## src/rtl/mem_router.sv

```systemverilog
// ---------------------------------------------------------------------------
// mem_router
// ---------------------------------------------------------------------------
// Routes the arbiter's single memory port to NSLV memory-mapped targets
// (rom, tim, clic, clint, uart, ram, ...) using a configurable region table.
// Only one transaction is outstanding at a time. The router remembers which
// target owns it, so a ready pulse from any other target is ignored. One
// request that arrives while busy is held in a one-deep buffer; a further
// request is dropped and flagged. Unmapped accesses and accesses whose
// target never answers (timeout) complete with an error response.
//
// Parameters:
//   NSLV     number of targets (1..16)
//   BASE     packed table of region base addresses, region i at [32*i +: 32]
//   TOP      packed table of exclusive region tops,  region i at [32*i +: 32]
//   TIMEOUT  cycles to wait for the owner's ready before forcing an error
//            (0 disables the timeout)
//   REBASE   1: target sees addr - BASE[i]; 0: target sees addr unchanged
//
// Ports:
//   clock, reset        clock and asynchronous active-low reset
//   m_valid/m_instr/m_addr/m_wdata/m_wstrb
//                       request pulse and payload from the arbiter
//   m_rdata/m_error/m_ready
//                       one-cycle response back to the arbiter
//   s_valid             one-hot request pulse to the owning target
//   s_instr/s_addr/s_wdata/s_wstrb
//                       request payload shared by all targets
//   s_rdata/s_ready     per-target response data and ready pulses
//   busy                a transaction is outstanding or the buffer is full
//   overflow            sticky flag: a request had to be dropped
//   fault_addr          address of the most recent error response
// ---------------------------------------------------------------------------
module mem_router #(
   parameter int                 NSLV    = 6,
   parameter logic [NSLV*32-1:0] BASE    = {32'h8000_0000, 32'h1000_0000,
                                            32'h0200_0000, 32'h0C00_0000,
                                            32'h0001_0000, 32'h0000_0000},
   parameter logic [NSLV*32-1:0] TOP     = {32'h8001_0000, 32'h1000_1000,
                                            32'h0201_0000, 32'h0C01_0000,
                                            32'h0002_0000, 32'h0001_0000},
   parameter int                 TIMEOUT = 1024,
   parameter bit                 REBASE  = 1'b1
) (
   input  logic               clock,
   input  logic               reset,
   input  logic               m_valid,
   input  logic               m_instr,
   input  logic [31:0]        m_addr,
   input  logic [31:0]        m_wdata,
   input  logic [3:0]         m_wstrb,
   output logic [31:0]        m_rdata,
   output logic               m_error,
   output logic               m_ready,
   output logic [NSLV-1:0]    s_valid,
   output logic               s_instr,
   output logic [31:0]        s_addr,
   output logic [31:0]        s_wdata,
   output logic [3:0]         s_wstrb,
   input  logic [NSLV*32-1:0] s_rdata,
   input  logic [NSLV-1:0]    s_ready,
   output logic               busy,
   output logic               overflow,
   output logic [31:0]        fault_addr
);

   localparam int OW = (NSLV > 1) ? $clog2(NSLV) : 1;
   localparam int CW = (TIMEOUT > 0) ? $clog2(TIMEOUT + 1) : 1;

   localparam logic [CW-1:0] CNT_LIMIT = (TIMEOUT > 0) ? CW'(TIMEOUT - 1) : '0;
   localparam logic [CW-1:0] CNT_MAX   = '1;

   localparam logic [1:0] IDLE = 2'd0;
   localparam logic [1:0] WAIT = 2'd1;
   localparam logic [1:0] ERR  = 2'd2;

   logic [1:0]    state;
   logic [OW-1:0] owner;
   logic [CW-1:0] cnt;
   logic [31:0]   iss_addr;

   logic          buf_full;
   logic          buf_instr;
   logic [31:0]   buf_addr;
   logic [31:0]   buf_wdata;
   logic [3:0]    buf_wstrb;

   logic          issue;
   logic          src_instr;
   logic [31:0]   src_addr;
   logic [31:0]   src_wdata;
   logic [3:0]    src_wstrb;

   logic          hit_any;
   logic [OW-1:0] hit_idx;
   logic [31:0]   hit_base;

   logic          owner_ready;
   logic [31:0]   owner_rdata;
   logic          timeout_hit;
   logic          done_ok;
   logic          done_to;

   // A new transaction can only start from IDLE. A buffered request always
   // has priority over a fresh pulse so requests are served in arrival order.
   always_comb begin
      issue     = (state == IDLE) && (buf_full || m_valid);
      src_instr = buf_full ? buf_instr : m_instr;
      src_addr  = buf_full ? buf_addr  : m_addr;
      src_wdata = buf_full ? buf_wdata : m_wdata;
      src_wstrb = buf_full ? buf_wstrb : m_wstrb;
   end

   // Region decode. The loop runs from the highest index downwards so the
   // last match written is the lowest index, which wins on overlap.
   always_comb begin
      hit_any  = 1'b0;
      hit_idx  = '0;
      hit_base = '0;
      for (int i = NSLV - 1; i >= 0; i--) begin
         if ((src_addr >= BASE[32*i +: 32]) && (src_addr < TOP[32*i +: 32])) begin
            hit_any  = 1'b1;
            hit_idx  = OW'(i);
            hit_base = BASE[32*i +: 32];
         end
      end
   end

   // Target-side request. The shared payload is held at zero outside a real
   // issue cycle so idle targets never see stale addresses.
   always_comb begin
      s_valid = '0;
      s_instr = 1'b0;
      s_addr  = '0;
      s_wdata = '0;
      s_wstrb = '0;
      if (issue && hit_any) begin
         for (int i = 0; i < NSLV; i++) begin
            s_valid[i] = (hit_idx == OW'(i));
         end
         s_instr = src_instr;
         s_addr  = REBASE ? (src_addr - hit_base) : src_addr;
         s_wdata = src_wdata;
         s_wstrb = src_wstrb;
      end
   end

   // Select the owner's ready/data. Owner is only meaningful in WAIT, so
   // everything downstream is qualified with the state.
   always_comb begin
      owner_ready = 1'b0;
      owner_rdata = '0;
      for (int i = 0; i < NSLV; i++) begin
         if (owner == OW'(i)) begin
            owner_ready = s_ready[i];
            owner_rdata = s_rdata[32*i +: 32];
         end
      end
   end

   // Response generation. A ready from the owner in the same cycle as the
   // timeout limit is a normal completion, hence the !owner_ready term.
   always_comb begin
      timeout_hit = (TIMEOUT != 0) && (cnt == CNT_LIMIT);
      done_ok     = (state == WAIT) && owner_ready;
      done_to     = (state == WAIT) && !owner_ready && timeout_hit;
      m_ready     = done_ok || done_to || (state == ERR);
      m_error     = done_to || (state == ERR);
      m_rdata     = done_ok ? owner_rdata : '0;
      busy        = (state != IDLE) || buf_full;
   end

   // Transaction FSM: owner, timeout counter, issued address and the fault
   // address. Unmapped issues record the fault immediately; timeouts record
   // the originally issued (not rebased) address when they fire.
   always_ff @(posedge clock or negedge reset) begin
      if (!reset) begin
         state      <= IDLE;
         owner      <= '0;
         cnt        <= '0;
         iss_addr   <= '0;
         fault_addr <= '0;
      end else begin
         case (state)
            IDLE: begin
               if (issue) begin
                  iss_addr <= src_addr;
                  if (hit_any) begin
                     owner <= hit_idx;
                     cnt   <= '0;
                     state <= WAIT;
                  end else begin
                     fault_addr <= src_addr;
                     state      <= ERR;
                  end
               end
            end
            WAIT: begin
               if (done_ok || done_to) begin
                  state <= IDLE;
                  if (done_to) begin
                     fault_addr <= iss_addr;
                  end
               end else if (cnt != CNT_MAX) begin
                  cnt <= cnt + 1'b1;
               end
            end
            ERR: begin
               state <= IDLE;
            end
            default: begin
               state <= IDLE;
            end
         endcase
      end
   end

   // One-deep request buffer. In IDLE a full buffer is being issued this
   // cycle, so a simultaneous pulse simply refills it. Outside IDLE a pulse
   // fills an empty buffer or, if it is already full, is dropped and the
   // sticky overflow flag is raised.
   always_ff @(posedge clock or negedge reset) begin
      if (!reset) begin
         buf_full  <= 1'b0;
         buf_instr <= 1'b0;
         buf_addr  <= '0;
         buf_wdata <= '0;
         buf_wstrb <= '0;
         overflow  <= 1'b0;
      end else if (state == IDLE) begin
         if (buf_full) begin
            if (m_valid) begin
               buf_instr <= m_instr;
               buf_addr  <= m_addr;
               buf_wdata <= m_wdata;
               buf_wstrb <= m_wstrb;
            end else begin
               buf_full <= 1'b0;
            end
         end
      end else if (m_valid) begin
         if (!buf_full) begin
            buf_full  <= 1'b1;
            buf_instr <= m_instr;
            buf_addr  <= m_addr;
            buf_wdata <= m_wdata;
            buf_wstrb <= m_wstrb;
         end else begin
            overflow <= 1'b1;
         end
      end
   end

endmodule

```

## config.mk

```make
export PLATFORM = sky130hd
export DESIGN_NAME = mem_router
export DESIGN_NICKNAME = d
export VERILOG_FILES = /design/src/rtl/mem_router.sv
export SDC_FILE = /design/constraint.sdc
export NUM_CORES = 1
export LEC_CHECK = 0
export CAP_MARGIN = 20
export CORE_AREA = 2 2 159 161
export DETAILED_ROUTE_END_ITERATION = 8
export DIE_AREA = 0 0 161 163
export GPL_TIMING_DRIVEN = 1
export PLACE_DENSITY = 0.81
export SETUP_SLACK_MARGIN = 0.15
export SLEW_MARGIN = 20
export SYNTH_ARGS = -nofsm -noshare
export SYNTH_HDL_FRONTEND = slang
export SYNTH_SLANG_ARGS = --single-unit
```

## constraint.sdc

```tcl
create_clock -name clock -period 7.16 [get_ports clock]
set_clock_uncertainty 0.15 [all_clocks]
set_input_delay 0.716 -clock clock [delete_from_list [all_inputs] [get_ports clock]]
set_output_delay 0.716 -clock clock [all_outputs]
set_load 0.01 [all_outputs]
```

Word level (Yosys, flattened, before mapping)
Index checks and enable logic that the tools add are counted.
{"block": "word_totals", "register_bits": 151, "input_bits": 270, "elab_cells": 153}
{"block": "classes", "addsub": 2, "n_lt_le_gt_ge": 12, "n_eq_ne": 23, "muxes": 74, "bitwise_logic": 1, "reduce_logical": 30}
{"cell": "32-bit 2-to-1 mux", "count": 29}
{"cell": "32-bit one-hot mux with 2 select lines", "count": 1}
{"cell": "11-bit 2-to-1 mux", "count": 4}
{"cell": "32-bit by 1-bit greater-or-equal comparator with 1-bit output (second input constant)", "count": 1}
{"cell": "32-bit by 17-bit greater-or-equal comparator with 1-bit output (second input constant)", "count": 1}
{"cell": "32-bit by 26-bit greater-or-equal comparator with 1-bit output (second input constant)", "count": 1}
{"cell": "32-bit by 28-bit greater-or-equal comparator with 1-bit output (second input constant)", "count": 1}
{"cell": "32-bit by 29-bit greater-or-equal comparator with 1-bit output (second input constant)", "count": 1}
{"cell": "32-bit greater-or-equal comparator (second input constant)", "count": 1}
{"cell": "32-bit by 17-bit < comparator with 1-bit output (second input constant)", "count": 1}
{"cell": "32-bit by 18-bit < comparator with 1-bit output (second input constant)", "count": 1}
{"cell": "32-bit by 26-bit < comparator with 1-bit output (second input constant)", "count": 1}
{"cell": "32-bit by 28-bit < comparator with 1-bit output (second input constant)", "count": 1}
{"cell": "32-bit by 29-bit < comparator with 1-bit output (second input constant)", "count": 1}
{"cell": "32-bit < comparator (second input constant)", "count": 1}
{"cell": "32-bit subtractor", "count": 1}
{"cell": "4-bit 2-to-1 mux", "count": 6}
{"cell": "1-bit 2-to-1 mux", "count": 22}
{"cell": "11-bit one-hot mux with 2 select lines", "count": 1}
{"cell": "3-bit 2-to-1 mux", "count": 6}
{"cell": "2-bit != test (second input constant)", "count": 7}
{"cell": "3-bit by 2-bit == test with 1-bit output (second input constant)", "count": 4}
{"cell": "3-bit == test (second input constant)", "count": 4}
{"cell": "11-bit by 1-bit adder with 11-bit output (second input constant)", "count": 1}
{"cell": "19 further kinds", "count": 44}

Longest topological paths before layout
{"block": "depth", "depth_word": 13, "ltp_mapped": 14}

Worst setup path after synthesis
OpenSTA, ideal clock, no wires.
{"block": "synth_path", "path_type": "input port to output port", "start": "in m_addr[21]", "end": "out s_addr[30]", "t_arrival_ns": 3.125, "slack_ns": 3.169, "cell_stages": 12, "n_path_buf": 1, "path_cell_list": "nor4_1 a32o_1 and2_1 buf_2 and3_1 nand4_1 ha_1 o21ai_0 a41oi_1 o21ai_0 nand2b_1 a2111oi_2"}
{"block": "synth_via", "elab_chain_cells": 11, "elab_cells_between_ends": 33, "cone_classes": "add/sub: 1; order compare: 12; mux: 13; reduce/logical: 7"}
{"element": "start: declaration", "line_no": "49", "rtl": "input logic [31:0] m_addr,"}
{"element": "32-bit 2-to-1 mux (*)"}
{"element": "branches (longest 9 deep; another with 32-bit by 29-bit greater-or-equal comparator with 1-bit output)"}
{"element": "32-bit 2-to-1 mux (*)", "line_no": "137", "rtl": "if (issue && hit_any) begin"}
{"element": "end: declaration", "line_no": "57", "rtl": "output logic [31:0] s_addr,"}
Every way passes the cells marked *.

Final worst setup path
{"block": "layout_path", "start": "in m_addr[20]", "end": "out s_addr[30]"}
The elaborated chain is that of the path after synthesis.

==> results.cfg <==
[critical_path]
endpoint_kind = primary output
required_ps = 6290
crit_slowest_cell = clkdlybuf4s50_1
slowest_delay_ps = 600
r2r_cells = 10
cp.depth = 13
critPathBufInv = 2
worst-path-max-fanout = 8
cp-start-kind = primary input
path_cells = clkdlybuf4s50_1 -> nor4_1 -> a32o_1 -> and2_1 -> and3_1 -> nand4_1 -> ha_1 -> o21ai_0 -> a41oi_1 -> o21ai_0 -> nand2b_1 -> a2111oi_2 -> clkdlybuf4s50_1
path_class = in2out
crit_arrival_ps = 4530
worst_path_dominant_cell_family = simple AND/OR/NAND/NOR gates

[sta]
tns_ps = 0
period_minus_slack_ps = 5400
worstMarginPinSlew_ps = 958
finalCritPeriodShare = 0.754
drv_slew = 0
fin_ws_ps = 1760
max_clock_freq_mhz = 185
rsz0062_at_grt = no
hold_viol_final = 0
setup_violations = 0
slew_headroom = 0.361

[drt]
wl_per_cell_um = 21.1
drc = 0
ant_nets = 0
viasPerCell = 5.41
num_vias = 8873
drt-initial-drc-count = 609
drt-pass1-iter-count = 5
routed_wl_um = 34600

[cts]
clk_path_buf_depth = 2
cts_setup_buffers = 0
clock_latency_ps = 420
cts_resized = 0
cts_tree = built
cts_root_buffer = clkbuf_16
cts_made_buffers = 17
ctsHoldBuffers = 0
clock_sinks = 151
htree_levels = 4
clk_pin_slew_worst_paths_ps = 70

[pwr]
switching_share = 0.368
p_sw_mw = 1.57
power.density_nw_per_um2 = 299
p_clk_frac = 0.210
leakage_nw = 5.79
comb_power_share = 0.435
p_int_mw = 2.69
pwr-share-seq = 0.355
ir_worst_vdd_v = 0.000235

[outcome]
status = completed

[place]
place.gp.congestion = 0.933
dp_slack_ps = 1780
post-dp-hpwl_um = 26300
port_buffers = 412

[min_path]
hold_path.class = in2async

[logic_synthesis]
netlist_area_um2 = 9330
synth_seq_area_share = 0.405
synthDistinctLibCells = 62
async_flop_share = 1.00
yosys_warnings = 0
synth-seq-cells = 151
synth_edf_count = 0
syn_avg_cell_area_um2 = 10.1
ys.flop_type = dfrtp_1
syn_nets = 1201
syn_inst = 924

[final_layout]
syn2layout_area_growth_pct = 52.8
drive_gt1_frac = 0.156
nNetsFinal = 1571
most-common-layout-cells = clkdlybuf4s50_1 (411), dfrtp_1 (149), nand2_1 (112), mux2_2 (106), nor2_1 (105)
final_common_cell = clkdlybuf4s50_1

[grt]
overflow = 0
grt_pass1_wl_um = 50100
grt_pass1_vias = 8634
grt.total_usage = 0.252
grt_max_degree = 106
antenna_found_initial = 8

[flow_run]
max_cap_viol_count = 0

[die]
ios = 413
start_util = 0.378
die_width_um = 161
die_y_um = 163
rows = 58
core_um2 = 24700
die_area_um2 = 26200
[final timing paths]
check	from	slack (ps)	to
max in group asynchronous	reset	5430	buf_wdata[1]
min reg2reg	overflow	320	overflow
max reg2reg	owner[0]	3070	fault_addr[0]
min	reset	260	iss_addr[7]
max	m_addr[20]	1760	s_addr[30]
min in group clock	overflow	320	overflow
[synthesized netlist by cell type (all sizes together) (2+ instances only)]
cell type  number  area, µm²
xor2            5       43.8
dfrtp         151       3780
ha              7       87.6
or2             8       50.1
inv             7       26.3
o21ai          77        385
a31oi           4       25.0
mux2          106       1190
buf            38        221
o22a            2       17.5
nor4            4       25.0
clkbuf         37        139
mux2i          67        671
a22oi          33        248
nor3            7       40.0
mux4           33        743
o32ai           2       25.0
o22ai          33        206
a21oi          14       70.1
or3             6       37.5
nand2b          6       37.5
xnor2           3       26.3
nor2          105        394
nand3          13       65.1
and2            5       31.3
and3            7       43.8
nand4           3       18.8
a21boi          2       18.8
o2111ai         2       17.5
nand2         112        420
[per-stage QoR]
| step | cell area, µm² | total power, mW | util | hold WS (ps) | cells |
|---|---|---|---|---|---|
| detailed placement | 13600 | 3.36 | 0.552 | 308 | 1604 |
| global placement | 13600 | 3.29 | 0.552 | 307 | 1604 |
| CTS | 14200 | 4.27 | 0.576 | 304 | 1636 |
| finish | 14200 | 4.26 | 0.577 | 256 | 1639 |
| global route | 14200 | 4.53 | 0.577 | 330 | 1639 |
| floorplan | 9330 | 2.64 | - | 270 | 924 |
[kinds of logic (layout without fill, tap and decap cells)]
logic type      count (synthesis)  in the layout  share of synthesized area
other cells                     0              2                          0
mux                           206            206                      0.280
xor+xnor                        8              8                    0.00751
flops                         151            151                      0.405
fa+ha+maj                       8              8                     0.0105
buf+inv                        83            466                     0.0419
simple gates                  286            286                      0.134
compound gates                182            182                      0.122
[layout make-up]
type                    count  area (µm²)
fillers                  2079       10400
multi-input cells         690        5180
repair buffers            426        4250
flip-flops and latches    151        3790
clock buffers              18         429
well taps                 330         413
clock inverters            14         158
inverters                   8        30.0
diodes                      2        5.00
[layer usage]
layer  GRT usage  up-vias  part of all wire
met5           0        -            0.0023
met2       0.411      400              0.47
met4      0.0885       12             0.032
met1       0.314     4298              0.40
met3      0.0812       62             0.090
li1            -     4101                 -
[flip-flops by register name, indices dropped and copies added, names as in the netlist]
register / flops
overflow: 1
iss_addr: 32
state: 2
buf_instr: 1
owner: 3
buf_wstrb: 4
fault_addr: 32
buf_full: 1
buf_addr: 32
buf_wdata: 32
cnt: 11
[power groups by stage]
| stage | sequential (mW) | combinational, mW | clock [mW] |
|---|---|---|---|
| detailed placement | 1.52 | 1.84 | 0 |
| global placement | 1.49 | 1.79 | 0 |
| CTS | 1.51 | 1.85 | 0.914 |
| floorplan | 1.46 | 1.17 | 0 |
| finish | 1.51 | 1.85 | 0.894 |
| global route | 1.56 | 2.01 | 0.952 |
Note: power is estimated with default switching activity, not from simulation.
